File: src/rtl/switch_debounce_port.sv
// switch_debounce_port
//   Memory-mapped read port for the 16 board switches. Every switch bit is
//   passed through a two-flop synchroniser and then debounced. The accepted
//   value is held in `stable`. A sticky change mask records which bits have
//   toggled since the CPU last read STATUS.
//
//   Register map (addr[1:0] ignored, combinational read):
//     BASE_ADDR     DATA   : {16'b0, stable}
//     BASE_ADDR + 4 STATUS : {change_mask, 15'b0, |change_mask}, read clears mask
//
//   Ports:
//     clk     system clock
//     reset   asynchronous, active-low reset
//     switch  raw switch pins (asynchronous to clk)
//     addr    CPU data address
//     re      CPU read strobe, one cycle per load
//     rdata   read data for addr (0 when not decoded)
//     hit     addr decodes to DATA or STATUS
//     irq     (only with SWITCH_DEBOUNCE_IRQ_EN) registered |change_mask
//
//   Optional feature macro: SWITCH_DEBOUNCE_IRQ_EN
module switch_debounce_port #(
   parameter logic [31:0] BASE_ADDR       = 32'h10020000,
   parameter int unsigned DEBOUNCE_CYCLES = 100000,
   parameter int unsigned CNT_W           = 17
) (
   input  logic        clk,
   input  logic        reset,
   input  logic [15:0] switch,
   input  logic [31:0] addr,
   input  logic        re,
`ifdef SWITCH_DEBOUNCE_IRQ_EN
   output logic        irq,
`endif
   output logic [31:0] rdata,
   output logic        hit
);

   localparam logic [31:0]      STATUS_ADDR = BASE_ADDR + 32'd4;
   localparam logic [CNT_W-1:0] CNT_LAST    = CNT_W'(DEBOUNCE_CYCLES - 1);

   logic [15:0]      sync1;
   logic [15:0]      sync2;
   logic [15:0]      stable;
   logic [15:0]      change_mask;
   logic [CNT_W-1:0] cnt [16];
   logic [15:0]      accept;
   logic             data_sel;
   logic             status_sel;
   logic             status_clear;
   logic             addr_unused;

   // Byte offset within a word is not decoded.
   assign addr_unused  = ^addr[1:0];
   assign data_sel     = (addr[31:2] == BASE_ADDR[31:2]);
   assign status_sel   = (addr[31:2] == STATUS_ADDR[31:2]);
   assign status_clear = re && status_sel;

   // Bits whose synchronised value has differed from stable for the full
   // debounce window and are accepted on this edge.
   always_comb begin
      accept = '0;
      for (int unsigned i = 0; i < 16; i++) begin
         accept[i] = (sync2[i] != stable[i]) && (cnt[i] == CNT_LAST);
      end
   end

   always_ff @(posedge clk or negedge reset) begin
      if (!reset) begin
         sync1 <= '0;
         sync2 <= '0;
      end else begin
         sync1 <= switch;
         sync2 <= sync1;
      end
   end

   always_ff @(posedge clk or negedge reset) begin
      if (!reset) begin
         stable <= '0;
         for (int unsigned i = 0; i < 16; i++) begin
            cnt[i] <= '0;
         end
      end else begin
         stable <= stable ^ accept;
         for (int unsigned i = 0; i < 16; i++) begin
            if ((sync2[i] == stable[i]) || accept[i]) begin
               cnt[i] <= '0;
            end else begin
               cnt[i] <= cnt[i] + 1'b1;
            end
         end
      end
   end

   // Clear and set on the same edge: the set of a toggling bit wins.
   always_ff @(posedge clk or negedge reset) begin
      if (!reset) begin
         change_mask <= '0;
      end else begin
         change_mask <= (status_clear ? '0 : change_mask) | accept;
      end
   end

`ifdef SWITCH_DEBOUNCE_IRQ_EN
   always_ff @(posedge clk or negedge reset) begin
      if (!reset) begin
         irq <= 1'b0;
      end else begin
         irq <= |change_mask;
      end
   end
`endif

   always_comb begin
      rdata = '0;
      hit   = 1'b0;
      if (data_sel) begin
         rdata = {16'b0, stable};
         hit   = 1'b1;
      end else if (status_sel) begin
         rdata = {change_mask, 15'b0, |change_mask};
         hit   = 1'b1;
      end
   end

endmodule

File: config.mk
export PLATFORM = sky130hd
export DESIGN_NAME = switch_debounce_port
export DESIGN_NICKNAME = d
export VERILOG_FILES = /design/src/rtl/switch_debounce_port.sv
export SDC_FILE = /design/constraint.sdc
export NUM_CORES = 1
export LEC_CHECK = 0
export BUFFER_PORTS_ARGS = -buffer_cell sky130_fd_sc_hd__buf_2
export CAP_MARGIN = 10
export CORE_MARGIN = 2
export CORE_UTILIZATION = 44
export CTS_BUF_LIST = sky130_fd_sc_hd__clkbuf_8
export DETAILED_ROUTE_END_ITERATION = 12
export SLEW_MARGIN = 20
export SYNTH_ARGS = -nofsm -noshare
export SYNTH_HDL_FRONTEND = slang
export SYNTH_SLANG_ARGS = --single-unit
File: constraint.sdc
create_clock -name clk -period 3.09 [get_ports clk]
set_input_delay 0 -clock clk [delete_from_list [all_inputs] [get_ports clk]]
set_output_delay 0 -clock clk [all_outputs]
set_load 0.1 [all_outputs]
==> impl_metrics.tcl <==
set metrics [dict create \
    holdWs_ns 0.0263 \
    hold_path_class "primary input to asynchronous set/reset pin" \
    skew_ns 0.0251 \
    pin_count 84 \
    async_flop_share_pct 100 \
    dp_hpwl_mm 22.1 \
    grt_pass1_vias 11500 \
    insertion_delay_ns 0.60 \
    root_buffer "clkbuf_8" \
    worstPathCellList "or4_1 -> nor3_1 -> nand4_1 -> o211a_1 -> buf_2" \
    hold_violations 0 \
    synth_seq_cells 336 \
    drtPass1Iterations 5 \
    post_cts_buffers 0 \
    design.core.area_sq_um 35700 \
    critPathMaxFanout 3 \
    final_common_cell "dfrtp_1" \
    critPathCaptureType "primary output" \
    wl_per_cell_microns 14.7 \
    drc_errors 0 \
    cp_top_family "simple AND/OR/NAND/NOR gates" \
    slew_headroom_pct 40.3 \
    maxSlewViolCount 0 \
    ys.warnings.count 0 \
    ant_nets 0 \
    avgSynthCellArea_sq_um 10.1 \
    start_util_pct 44.8 \
    dieArea_sq_um 37800 \
    postSynthCellCount 1575 \
    port_buffers 81 \
    cts_resized 0 \
    drt_iter0_drc 551 \
    crit_type "flip-flop to primary output" \
    grt_max_degree 98 \
    synth-edff-count 0 \
    wl_mm 32.5 \
    syn-num-nets 1642 \
    seq_area_frac_synth_pct 52.6 \
    area_growth_pct 15.2 \
    rows 69 \
    clockBufferDepth 3 \
    crit_required_ns 3.09 \
    min_period_ns 2.68 \
    viasPerCell 5.24 \
    drv_cap 0 \
    nets 1773 \
    critPathBufInv 1 \
    ir_drop_v 0.000327 \
    antenna_found_initial 2 \
    tightestPinTransition_ns 0.896 \
    routed-via-count 11600 \
    grtUsageTotal_pct 17.7 \
    chipHeight_microns 195 \
    cts.sinks 336 \
    htree_levels 2 \
    fp.dieW_microns 195 \
    tns_ns 0 \
    most-common-layout-cells "dfrtp_1 (336), nor2_1 (277), xnor2_1 (171)" \
    ys_types 46 \
    grt_overflow 0 \
    critPathLaunchType "flip-flop" \
    synth_area_sq_um 16000 \
    p_leak_nw 7.61 \
    post-route-period-util_pct 86.7 \
    max_freq_ghz 0.373 \
    crit_path_top_delay_cell "or4_1" \
    setup_violations 0 \
    worstPathArrival_ns 2.68 \
    synth_ff_type "dfrtp_1" \
    cts_buffers 58 \
    cts_tree "built" \
    gp_routability_congestion 0.875 \
    cp_slowest_stage_delay_ns 0.55 \
    clkTransAtPathRegs_ns 0.06 \
    power.density_nw_per_um2 491 \
    rsz0062_at_grt "no" \
    status "complete, no violations" \
    grt_pass1_wl_mm 56.2 \
    final_layout_size_suffix_gt1_share_pct 12.6 \
]
[stage by stage]
| step | utilization [%] | total power [W] | setup WS (ns) | cell area (sq um) | instances |
|---|---|---|---|---|---|
| 2_1_floorplan | - | 0.00477 | 0.388 | 16000 | 1575 |
| 3_3_place_gp | 47.4 | 0.00494 | 0.967 | 16900 | 2080 |
| 3_5_place_dp | 47.4 | 0.00494 | 0.927 | 16900 | 2080 |
| 4_1_cts | 51.6 | 0.00920 | 0.353 | 18400 | 2212 |
| 5_1_grt | 51.6 | 0.00946 | 0.320 | 18400 | 2212 |
| 6_report | 51.6 | 0.00902 | 0.411 | 18400 | 2214 |
[power by group]
part / internal (W) / switching (W)
clock network: 0.00236 / 0.00179
logic: 0.000124 / 0.000216
registers: 0.00447 / 0.0000668
[registers in the layout (all words and copies together) (netlist names), named ones only]
register / flops
change_mask: 16
cnt: 272
sync1: 16
sync2: 16
[worst paths after layout]
path / slack (ns) / depth (start not counted) / from / to
max in group asynchronous: 2.04 / 4 / reset / cnt[70]
setup / recovery: 0.41 / 5 / change_mask[13] / rdata[0]
hold / removal: 0.03 / 2 / reset / cnt[181]
hold reg to reg: 0.35 / 0 / sync1[15] / sync2[15]
setup reg to reg: 0.96 / 5 / cnt[85] / cnt[99]
min in group clk: 0.06 / 2 / switch[9] / sync1[9]
[synthesized netlist by cell type, drive strengths merged (11+ instances only)]
master  number  area share, %
and4        20            1.1
xor2        69            3.8
nor4b       21            1.2
inv         43            1.0
nand3       90            2.8
nand4       94            3.9
nor3        59            1.8
clkbuf      35           0.83
ha          16            1.3
nand2       80            1.9
mux2        16            1.1
and2        37            1.4
buf         16           0.56
nor4        71            2.8
xnor2      171            9.4
or3         14           0.58
nand2b      13           0.51
dfrtp      336             53
nor2       277            6.5
or4         11           0.54
a21oi       16           0.50
[metal layers]
metal / up-vias / share of wire (%) / track usage, %
li1: 5764 / - / -
met2: 194 / 45 / 27.5
met4: 0 / 1.9 / 5.07
met5: - / 0 / 0
met3: 55 / 5.1 / 4.04
met1: 5589 / 48 / 24.9
[area by class of cell]
type / instances / area [sq um]
timing repair buffer: 122 / 828
clock inverter: 29 / 178
tap: 461 / 577
clock buffer: 76 / 1050
fill: 3265 / 17300
antenna: 2 / 5.00
inverter: 43 / 161
sequential: 336 / 8410
multi-input combinational: 1145 / 7190
[cell families after synthesis]
| logic type | after synthesis | synth area share [%] |
|---|---|---|
| simple gates | 818 | 26.7 |
| flops | 336 | 52.6 |
| xor+xnor | 240 | 13.2 |
| buf+inv | 94 | 2.40 |
| compound gates | 55 | 2.73 |
| mux | 16 | 1.13 |
| fa+ha+maj | 16 | 1.25 |
[timing repair]
| action | CTS | global route |
|---|---|---|
| hold buffers | 27 | 0 |
| endpoints found under the hold margin | 230 | 0 |
| endpoints found under the setup margin | 0 | 0 |
(Power assumes the default switching activity.)
